<file path="src/rtl/instr_fetch_ctrl.sv">
// Instruction fetch controller: owns the fetch PC, drives the instruction
// memory address, and buffers fetched {instruction, PC} pairs in a small
// queue that is presented to decode over a valid/ready handshake.
// Branch/jump redirects flush the queue and restart fetch at the new PC.
// Fetching stops after the HALT word has been enqueued.
// Optional build macro FETCH_PERF_EN adds fetch/stall performance counters.
module instr_fetch_ctrl #(
    parameter int          DEPTH     = 2,
    parameter logic [8:0]  RESET_PC  = 9'd0,
    parameter logic [31:0] HALT_WORD = 32'h0000001F
) (
    input  logic        clk,
    input  logic        rst,
    output logic [8:0]  imem_addr,
    input  logic [31:0] imem_data,
    output logic        out_valid,
    input  logic        out_ready,
    output logic [31:0] out_instr,
    output logic [8:0]  out_pc,
    input  logic        redirect,
    input  logic [8:0]  redirect_pc,
`ifdef FETCH_PERF_EN
    output logic [31:0] perf_fetch_cnt,
    output logic [31:0] perf_stall_cnt,
`endif
    output logic        halted
);

    localparam int AW = (DEPTH > 1) ? $clog2(DEPTH) : 1;
    localparam int CW = AW + 1;
    localparam logic [CW-1:0] FULL_CNT = CW'(DEPTH);

    typedef enum logic {ST_RUN, ST_HALT} state_t;

    // Queue storage: each entry is {instruction, fetch PC}
    logic [40:0]   mem_q [DEPTH];

    state_t        state_q, state_d;
    logic [8:0]    pc_q, pc_d;
    logic [AW-1:0] wr_ptr_q, wr_ptr_d;
    logic [AW-1:0] rd_ptr_q, rd_ptr_d;
    logic [CW-1:0] count_q, count_d;
    logic          halted_q, halted_d;
    logic          out_valid_q, out_valid_d;
    logic [31:0]   out_instr_q;
    logic [8:0]    out_pc_q;
    logic [40:0]   head_d;
    logic          pop;
    logic          fetch;

    assign imem_addr = pc_q;
    assign out_valid = out_valid_q;
    assign out_instr = out_instr_q;
    assign out_pc    = out_pc_q;
    assign halted    = halted_q;

    // Handshake, fetch decision and next-state computation
    always_comb begin
        pop         = out_valid_q && out_ready;
        fetch       = (state_q == ST_RUN) && !redirect && ((count_q != FULL_CNT) || pop);
        state_d     = state_q;
        pc_d        = pc_q;
        wr_ptr_d    = wr_ptr_q;
        rd_ptr_d    = rd_ptr_q;
        count_d     = count_q;
        halted_d    = halted_q;
        if (redirect) begin
            // A pop this cycle still completes; the flush discards the rest
            state_d  = ST_RUN;
            pc_d     = redirect_pc;
            wr_ptr_d = '0;
            rd_ptr_d = '0;
            count_d  = '0;
            halted_d = 1'b0;
        end else begin
            if (fetch) begin
                wr_ptr_d = wr_ptr_q + AW'(1);
                pc_d     = pc_q + 9'd1;
                if (imem_data == HALT_WORD) begin
                    state_d  = ST_HALT;
                    halted_d = 1'b1;
                end
            end
            if (pop) begin
                rd_ptr_d = rd_ptr_q + AW'(1);
            end
            if (fetch && !pop) begin
                count_d = count_q + CW'(1);
            end else if (pop && !fetch) begin
                count_d = count_q - CW'(1);
            end
        end
        out_valid_d = (count_d != '0);
        // The new word becomes head directly when it lands in the head slot
        if (fetch && (wr_ptr_q == rd_ptr_d)) begin
            head_d = {imem_data, pc_q};
        end else begin
            head_d = mem_q[rd_ptr_d];
        end
    end

    // Queue storage write; contents need no reset since count gates validity
    always_ff @(posedge clk) begin
        if (fetch) begin
            mem_q[wr_ptr_q] <= {imem_data, pc_q};
        end
    end

    // FSM, pointers, PC and registered head outputs
    always_ff @(posedge clk) begin
        if (rst) begin
            state_q     <= ST_RUN;
            pc_q        <= RESET_PC;
            wr_ptr_q    <= '0;
            rd_ptr_q    <= '0;
            count_q     <= '0;
            halted_q    <= 1'b0;
            out_valid_q <= 1'b0;
            out_instr_q <= '0;
            out_pc_q    <= '0;
        end else begin
            state_q     <= state_d;
            pc_q        <= pc_d;
            wr_ptr_q    <= wr_ptr_d;
            rd_ptr_q    <= rd_ptr_d;
            count_q     <= count_d;
            halted_q    <= halted_d;
            out_valid_q <= out_valid_d;
            if (out_valid_d) begin
                out_instr_q <= head_d[40:9];
                out_pc_q    <= head_d[8:0];
            end
        end
    end

`ifdef FETCH_PERF_EN
    logic [31:0] perf_fetch_q;
    logic [31:0] perf_stall_q;

    assign perf_fetch_cnt = perf_fetch_q;
    assign perf_stall_cnt = perf_stall_q;

    // Count fetches and queue-full stalls; redirects do not clear them
    always_ff @(posedge clk) begin
        if (rst) begin
            perf_fetch_q <= '0;
            perf_stall_q <= '0;
        end else begin
            if (fetch) begin
                perf_fetch_q <= perf_fetch_q + 32'd1;
            end
            if ((state_q == ST_RUN) && !fetch && !redirect) begin
                perf_stall_q <= perf_stall_q + 32'd1;
            end
        end
    end
`endif

endmodule
</file>
<file path="config.mk">
export PLATFORM = sky130hd
export DESIGN_NAME = instr_fetch_ctrl
export DESIGN_NICKNAME = d
export VERILOG_FILES = /design/src/rtl/instr_fetch_ctrl.sv
export SDC_FILE = /design/constraint.sdc
export NUM_CORES = 1
export LEC_CHECK = 0
export ABC_AREA = 1
export BUFFER_PORTS_ARGS = -buffer_cell sky130_fd_sc_hd__buf_2
export CAP_MARGIN = 25
export CORE_MARGIN = 10
export CORE_UTILIZATION = 45
export DETAILED_ROUTE_END_ITERATION = 8
export HOLD_SLACK_MARGIN = 0.08
export PLACE_DENSITY_LB_ADDON = 0.25
export SYNTH_ARGS = -nofsm -noshare
export SYNTH_HDL_FRONTEND = slang
export SYNTH_SLANG_ARGS = --single-unit
</file>
<file path="constraint.sdc">
create_clock -name clk -period 4.05 [get_ports clk]
set_input_delay 0.81 -clock clk [delete_from_list [all_inputs] [get_ports clk]]
set_output_delay 0.81 -clock clk [all_outputs]
set_load 0.01 [all_outputs]
</file>
==> out/results.tsv, run 1 <==
metric	value	unit
worstMarginPinSlew	0.6584	ns
grt_pass1_vias	5120	
drtPass1Iterations	7	
crit_arrival	2.80	ns
num_io_pins	97	
postSynthAreaPerCell	8.783	µm²
grt_antenna_before_repair	2	
core	0.01388	mm²
tns	0	ns
min_from	imem_addr[8]	
relSlewSlack	0.5606	
min_path_type	flip-flop to flip-flop	
yosys_warnings	0	
clk_pin_slew_worst_paths	0.05	ns
async_flop_share	0	
place_congestion	0.8134	
via_per_inst	5.078	
drc	0	
power.density	486.4	mW/mm²
ctsHoldBuffers	0	
dieWidth	138.9	µm
hold_slack	0.5453	ns
gr-usage-all-layers	0.1678	
yosys_most_used_dff	edfxtp_1	
die_h	138.9	µm
h-tree-depth	4	
synthTopCellsByCount	nand2_1 (199), nor2_1 (99), edfxtp_1 (82)	
ant_nets	0	
cp-end-kind	flip-flop	
ys_top_cells_by_area	edfxtp_1 (39%), dfxtp_1 (18%), nand2_1 (12%), nor2_1 (5.8%), nand3b_1 (5.1%)	
cts_tree	built	
whs_path_depth	0	
ir_drop	0.0002582	V
yosysUniqueCellTypes	32	
fin_crit	2.444	ns
floorplan.initialDensity	0.4581	
synth_area	0.006359	mm²
slew_viol_final	0	
fp-row-count	43	
yosysMostFrequentCell	nand2_1	
synth_seq_cells	138	
rr_worst_depth	9	
skew	0.006167	ns
syn_to_final_growth	16.14	%
syn_nets	771	
synth_top_area_share	0.3872	
reg2reg_from	out_valid	
yosys.area.top_type	edfxtp_1	
overflow	0	
hold_violations	0	
numPortBuffers	96	
multiInputGateArea	0.002282	mm²
num_vias	5088	
cts_num_sinks	138	
regArea	0.003583	mm²
drive_above_1_share	0.1927	
path_max_fanout	48	
clk_latency	0.42	ns
cts-root-buf	clkbuf_16	
grt_pass1_wl	26230	µm
final_nets	854	
required	4.40	ns
drt_first_iter_violations	393	
r2r_slack	1.72	ns
die-area	0.01928	mm²
cts_setup_buffers	0	
ctsResizeCount	0	
synth-edff-count	82	
maxCapViolCount	0	
ys_seq_area_frac	0.5636	
fin_crit_sh	0.6035	
synthCells	724	
clockBufferDepth	2	
drt-total-wl	16240	µm
rsz0062_at_grt	false	
route.detailed.wl_per_inst	16.21	µm
numCtsBuffers	17	
max_freq	0.4091	GHz
power	3.592	mW
setup_viol_count_final	0	
dp_hpwl	10170	µm
nFillCells	1322	
crit_path_start_kind	primary input	
grt_max_degree	49	
status	complete, no violations	
cp-startpoint	out_ready	
crit_type	primary input to flip-flop	
leakagePower	3.405	nW
## layout by cell type, fill, tap and decap left out, drive strengths merged
cell type / instances
edfxtp: 82
dfxtp: 56
diode: 2
bufinv: 1
xor2: 1
inv: 58
clkinv: 11
xnor2: 1
nor2: 115
o221ai: 1
clkbuf: 20
nand3: 57
clkinvlp: 1
a21oi: 4
a22oi: 1
nand4: 7
nand3b: 43
o21ai: 44
a2bb2oi: 1
a31oi: 4
nor3: 2
buf: 104
nand2: 204
ha: 2
## path summary, 6_finish.rpt
check,endpoint
worst max register to register,out_instr[31]
worst min register to register,mem_q[1][8]
worst max-delay path,out_instr[31]
worst min-delay path,mem_q[1][8]
## per-layer routing
layer	up-vias	wire [µm]	global-route usage
met3	29	903	0.04589
li1	2529	-	-
met2	154	7899	0.2723
met5	-	0	0
met1	2376	6997	0.1993
met4	0	441	0.08567
## worst max-delay path: stages
cell	delay, ns
buf_2	0.09
nand2_1	0.11
nand2_1	0.14
nand3_2	0.52
buf_4	0.52
o21ai_0	0.26
nand2_1	0.09
nand2_1	0.11
nor2_1	0.05
nor2_1	0.09
## flip-flops by register name, summed over array words and instances, names as in the netlist
register and flops:
mem_q 82, wr_ptr_q 1, imem_addr 9, out_pc 9, rd_ptr_q 1, out_valid 1
halted 1, out_instr 32, count_q 2
## per-stage QoR
| step | instance area, µm² | setup slack [ns] | std cells | utilization |
|---|---|---|---|---|
| after floorplan | 6359 | 0.6880 | 724 | - |
| after global placement | 6860 | 1.341 | 968 | 0.4942 |
| after detailed placement | 6860 | 1.173 | 968 | 0.4942 |
| after CTS | 7380 | 1.617 | 1000 | 0.5316 |
| after global routing | 7385 | 1.364 | 1002 | 0.5320 |
| final | 7385 | 1.606 | 1002 | 0.5320 |
## report_power, final
part / leakage [nW] / switching [mW] / total, mW / internal, mW
clock network: 0.257 / 0.553 / 1.38 / 0.826
registers: 1.24 / 0.0527 / 1.65 / 1.60
logic: 1.91 / 0.355 / 0.558 / 0.203
## cell families after synthesis
family                   share of synthesized area
AO/OA/AOI/OAI                              0.04565
adder cells (fa/ha/maj)                   0.003935
AND/OR/NAND/NOR                             0.3042
flip-flops                                  0.5636
XOR/XNOR                                  0.002755
buffers and inverters                      0.07989
## final cells by class
cell class,count,share of cell area
Clock inverter,12,0.01118
Inverter,59,0.03101
Multi-Input combinational cell,487,0.3090
Sequential cell,138,0.4853
Clock buffer,20,0.05913
Timing Repair Buffer,104,0.07320
Tap cell,180,0.03050
Antenna cell,2,0.0006777
(Power assumes the default switching activity.)
==> run 2: changes to the inputs <==
Clock period 4.05 ns to 2.5 ns, I/O delays scaled along.
==> out/results.tsv, run 2 (synthesized netlist as in run 1, its figures left out) <==
metric	value	unit	change
dp_hpwl	10290	µm	+1.1%
p_int	4.625	mW	+76%
cts-root-buf	clkbuf_16		
r2r_slack	0.40	ns	-1.32 ns
min_path_type	primary input to flip-flop		
dpl_worst_slack	0.3472	ns	-0.8256 ns
via_per_inst	5.039		-0.77%
power.share.sequential	0.431		-0.030
dieWidth	138.9	µm	unchanged
final_cells	1005		+0.30%
crit_type	flip-flop to flip-flop		
hold_violations	0		unchanged
maxCapViolCount	0		unchanged
max_freq	0.4756	GHz	
worstMarginPinSlew	0.5244	ns	-0.1340 ns
clk_latency	0.42	ns	about the same
cp-end-kind	flip-flop		
fin_crit_sh	0.8410		
crit_path_start_kind	flip-flop		
largest_reg_flops	82		unchanged
die_h	138.9	µm	unchanged
final_nets	859		+0.59%
switchingPower	1.591	mW	+66%
floorplan.initialDensity	0.4581		unchanged
dpl.cell_count	973		+0.52%
cts_num_sinks	138		unchanged
comb_power_share	0.149		-0.006
slew_viol_final	0		unchanged
drive_above_1_share	0.2048		+0.01217
route.detailed.wl_per_inst	15.64	µm	-3.5%
tns	0	ns	unchanged
status	complete, no violations		
grt_pass1_wl	25600	µm	-2.4%
reg2reg_from	count_q[0]		
nFillCells	1256		-5.0%
ctsResizeCount	0		unchanged
crit_arrival	2.41	ns	-0.39 ns
relSlewSlack	0.6504		+0.08983
core	0.01388	mm²	unchanged
grt_pass1_vias	4927		-3.8%
grt_max_degree	85		+73%
cts_setup_buffers	0		unchanged
holdPathEnd	mem_q[1][10]		
fp-row-count	43		unchanged
ant_nets	0		unchanged
whs_path_depth	1		+1
h-tree-depth	4		unchanged
fin_crit	2.102	ns	
r2r-end	out_instr[5]		
syn_to_final_growth	19.17	%	
rr_worst_depth	11		+2
overflow	0		unchanged
mostFrequentLayoutCells	nand2_1 (199), nor2_1 (97), buf_2 (96), edfxtp_1 (82), dfxtp_1 (56)		
min_from	imem_data[1]		
numPortBuffers	96		unchanged
gr-usage-all-layers	0.1618		-0.006010
num_vias	5064		-0.47%
required	2.81	ns	-1.59 ns
rsz0062_at_grt	false		
clk_pin_slew_worst_paths	0.06	ns	about the same
clockBufferDepth	2		unchanged
worst_slack	0.3975	ns	-1.208 ns
numCtsBuffers	17		unchanged
die-area	0.01928	mm²	unchanged
drt_first_iter_violations	422		+7.4%
power_frac_clock	0.420		+0.036
top_register	mem_q		
leakagePower	3.499	nW	+2.8%
swShare	0.2560		-0.01142
layout_commonest_cell	nand2_1		
ir_drop	0.0004511	V	+75%
skew	0.004856	ns	-0.001311 ns
setup_viol_count_final	0		unchanged
path_max_fanout	17		-65%
power.density	820.4	mW/mm²	+69%
drt-total-wl	15720	µm	-3.2%
cts_tree	built		
place_congestion	0.8088		-0.57%
grt_antenna_before_repair	0		-2
utilization	0.5459		+0.01388
drc	0		unchanged
num_io_pins	97		unchanged
drtPass1Iterations	5		-2
num_antenna_cells	0		-2
ctsHoldBuffers	0		unchanged
-- run 2: cell count changes in the layout (fill, tap and decap cells not counted) --
cell,previous run,this run
bufinv_16,1,4
clkinv_4,0,1
clkinv_1,5,2
clkbuf_1,3,0
diode_2,2,0
clkinvlp_4,1,2
buf_12,0,5
clkbuf_8,0,1
-- run 2: how the worst max path moves through the flow --
stage | start | end | slack (ns) | cells past startpoint
2_1_floorplan | redirect | mem_q[1][0] | 0.14 | 4
3_3_place_gp | out_ready | out_pc[5] | 0.39 | 11
3_5_place_dp | out_ready | out_instr[5] | 0.35 | 11
4_1_cts | count_q[0] | out_instr[5] | 0.44 | 11
5_1_grt | count_q[0] | out_instr[13] | 0.21 | 11
6_report | count_q[0] | out_instr[5] | 0.40 | 11
-- run 2: routing by layer --
| layer | vias to the layer above | GRT usage | part of all wire |
|---|---|---|---|
| met5 | - | 0 | 0 |
| met4 | 0 | 0.05986 | 0.011 |
| met1 | 2364 | 0.2025 | 0.45 |
| met3 | 11 | 0.03425 | 0.047 |
| met2 | 145 | 0.2678 | 0.49 |
| li1 | 2544 | - | - |
-- run 2: cell type report --
type                    instances  area, µm²  share of cell area
inverters                      59      229.0             0.03022
clock inverters                14      177.7             0.02345
repair buffers                109      640.6             0.08454
well taps                     180      225.2             0.02972
multi-input cells             487       2282              0.3012
flip-flops and latches        138       3583              0.4729
clock buffers                  18      439.2             0.05796
-- run 2: worst max-delay path, cell delays in order, from the launching register on --
cell,delay (ns)
dfxtp_1,0.33
inv_1,0.06
ha_1,0.21
nand2_1,0.15
nand2_2,0.18
inv_2,0.10
nand3_1,0.31
buf_4,0.34
nand2_1,0.08
nand2_1,0.05
nor2_1,0.14
nor2_2,0.04
-- run 2: per-stage QoR --
step	hold WS, ns	power, mW	instance area (µm²)
final	0.3055	6.216	7577
after global routing	0.2854	6.501	7577
after detailed placement	0.5501	3.657	6960
after CTS	0.2868	6.255	7577
after floorplan	0.5150	3.343	6364
after global placement	0.5446	3.637	6960
-- run 2: power groups by stage --
stage | registers (mW) | clock network (mW) | logic (mW)
finish | 2.68 | 2.61 | 0.928
CTS | 2.68 | 2.64 | 0.939
global placement | 2.72 | 0 | 0.919
detailed placement | 2.72 | 0 | 0.933
global route | 2.70 | 2.76 | 1.05
floorplan | 2.76 | 0 | 0.585
==> run 3: changes to the inputs <==
Clock period 2.5 ns to 2.05 ns, I/O delays scaled along.
==> out/results.tsv, run 3 (synthesized netlist as in run 1, its figures left out) <==
metric	value	unit	change
status	complete, no violations		
final_nets	861		+0.23%
rsz0062_at_grt	false		
reg2reg_from	count_q[0]		
overflow	0		unchanged
drive_above_1_share	0.2031		-0.001705
dieWidth	138.9	µm	unchanged
cts-root-buf	clkbuf_16		
crit_type	flip-flop to flip-flop		
via_per_inst	4.994		-0.89%
maxCapViolCount	0		unchanged
dp_hpwl	10540	µm	+2.5%
drc	0		unchanged
slew_viol_final	0		unchanged
path_max_fanout	17		unchanged
min_from	imem_data[20]		
numPortBuffers	96		unchanged
fin_crit_sh	0.8585		+0.01747
cts_setup_buffers	0		unchanged
core	0.01388	mm²	unchanged
grt_pass1_wl	25670	µm	+0.27%
hold_violations	0		unchanged
power_frac_clock	0.394		-0.026
drt_first_iter_violations	355		-16%
ir_drop	0.0005897	V	+31%
setup_viol_count_final	0		unchanged
num_io_pins	97		unchanged
finish.instance_area	0.007614	mm²	+0.48%
power.share.sequential	0.445		+0.014
grt_max_degree	44		-48%
fp-row-count	43		unchanged
relSlewSlack	0.7585		+0.1081
die_h	138.9	µm	unchanged
final_cells	1007		+0.20%
layout_commonest_cell	nand2_1		
numCtsBuffers	17		unchanged
h-tree-depth	4		unchanged
ctsHoldBuffers	0		unchanged
drtPass1Iterations	4		-1
max_freq	0.5682	GHz	+19%
power.density	964.4	mW/mm²	+18%
cts_num_sinks	138		unchanged
worstMarginPinSlew	0.3609	ns	-0.1634 ns
route.detailed.wl_per_inst	16.00	µm	+2.3%
mostFrequentLayoutCells	nand2_1 (199), nor2_1 (97), buf_2 (96), edfxtp_1 (82), dfxtp_1 (56)		
skew	0.005838	ns	+0.0009823 ns
switchingPower	1.882	mW	+18%
grt_antenna_before_repair	0		unchanged
top_register	mem_q		
swShare	0.2563		+0.0002763
required	2.40	ns	-0.41 ns
dpl.cell_count	975		+0.21%
die-area	0.01928	mm²	unchanged
syn_to_final_growth	19.74	%	
p_int	5.461	mW	+18%
tns	0	ns	unchanged
num_vias	5029		-0.69%
clk_latency	0.41	ns	about the same
min_path_type	primary input to flip-flop		
clk_pin_slew_worst_paths	0.06	ns	about the same
comb_power_share	0.161		+0.012
num_antenna_cells	0		unchanged
crit_path_start_kind	flip-flop		
cts_tree	built		
ant_nets	0		unchanged
place_area	0.007051	mm²	+1.3%
cp-startpoint	count_q[0]		
fin_crit	1.760	ns	-0.3426 ns
place_congestion	0.7901		-2.3%
gr-usage-all-layers	0.1642		+0.002428
ctsResizeCount	0		unchanged
drt-total-wl	16110	µm	+2.5%
grt_pass1_vias	4967		+0.81%
clockBufferDepth	2		unchanged
cp-end-kind	flip-flop		
leakagePower	3.522	nW	+0.66%
largest_reg_flops	82		unchanged
floorplan.initialDensity	0.4581		unchanged
r2r_slack	0.29	ns	-0.11 ns
crit_arrival	2.11	ns	-0.30 ns
run 3: cell count changes in the layout (fill, tap and decap cells not counted):
cell,delta
clkinv_4,-1
clkinv_2,+1
buf_12,+6
buf_4,-4
bufinv_16,-2
clkinvlp_4,-2
clkbuf_8,+1
clkbuf_1,+3
run 3: area by class of cell:
type	count	area, µm²
tap	180	225.2
clock inverter	10	98.84
timing repair buffer	111	730.7
inverter	59	229.0
fill	1259	6267
clock buffer	22	464.2
multi-input combinational	487	2282
sequential	138	3583
run 3: path summary, 6_finish.rpt:
path	end	cells past startpoint
max	out_instr[31]	12
max reg2reg	out_instr[31]	12
min reg2reg	mem_q[0][3]	0
min	mem_q[1][29]	1
run 3: critical path: stages (launching register included):
cell and delay [ns]:
dfxtp_1 0.33, inv_1 0.07, ha_1 0.21, inv_1 0.08, nand3_1 0.15, nand2_1 0.09
nand2_1 0.08, nand3_4 0.09, nand2_2 0.07, inv_4 0.19, buf_12 0.19, nor2_1 0.07
nor2_1 0.08
run 3: metrics by stage:
step	utilization	total power [mW]	hold slack (ns)	setup slack, ns
6_report	0.5485	7.343	0.2188	0.2902
5_1_grt	0.5485	7.679	0.2064	0.1180
4_1_cts	0.5485	7.408	0.1994	0.2927
3_5_place_dp	0.5079	4.508	0.5382	0.2122
3_3_place_gp	0.5079	4.478	0.5317	0.2742
2_1_floorplan	-	4.078	0.4794	0.2208
run 3: power by group through the flow:
stage / combinational (mW) / sequential, mW / clock, mW
2_1_floorplan: 0.716 / 3.36 / 0
3_3_place_gp: 1.17 / 3.31 / 0
3_5_place_dp: 1.19 / 3.32 / 0
4_1_cts: 1.20 / 3.27 / 2.95
5_1_grt: 1.33 / 3.29 / 3.06
6_report: 1.18 / 3.27 / 2.89
run 3: metal layers:
metal / track usage / vias to the layer above / routed length (µm)
met5: 0 / - / 0
li1: - / 2542 / -
met3: 0.03870 / 21 / 723
met2: 0.2745 / 109 / 7733
met4: 0.06535 / 0 / 292
met1: 0.1992 / 2357 / 7365
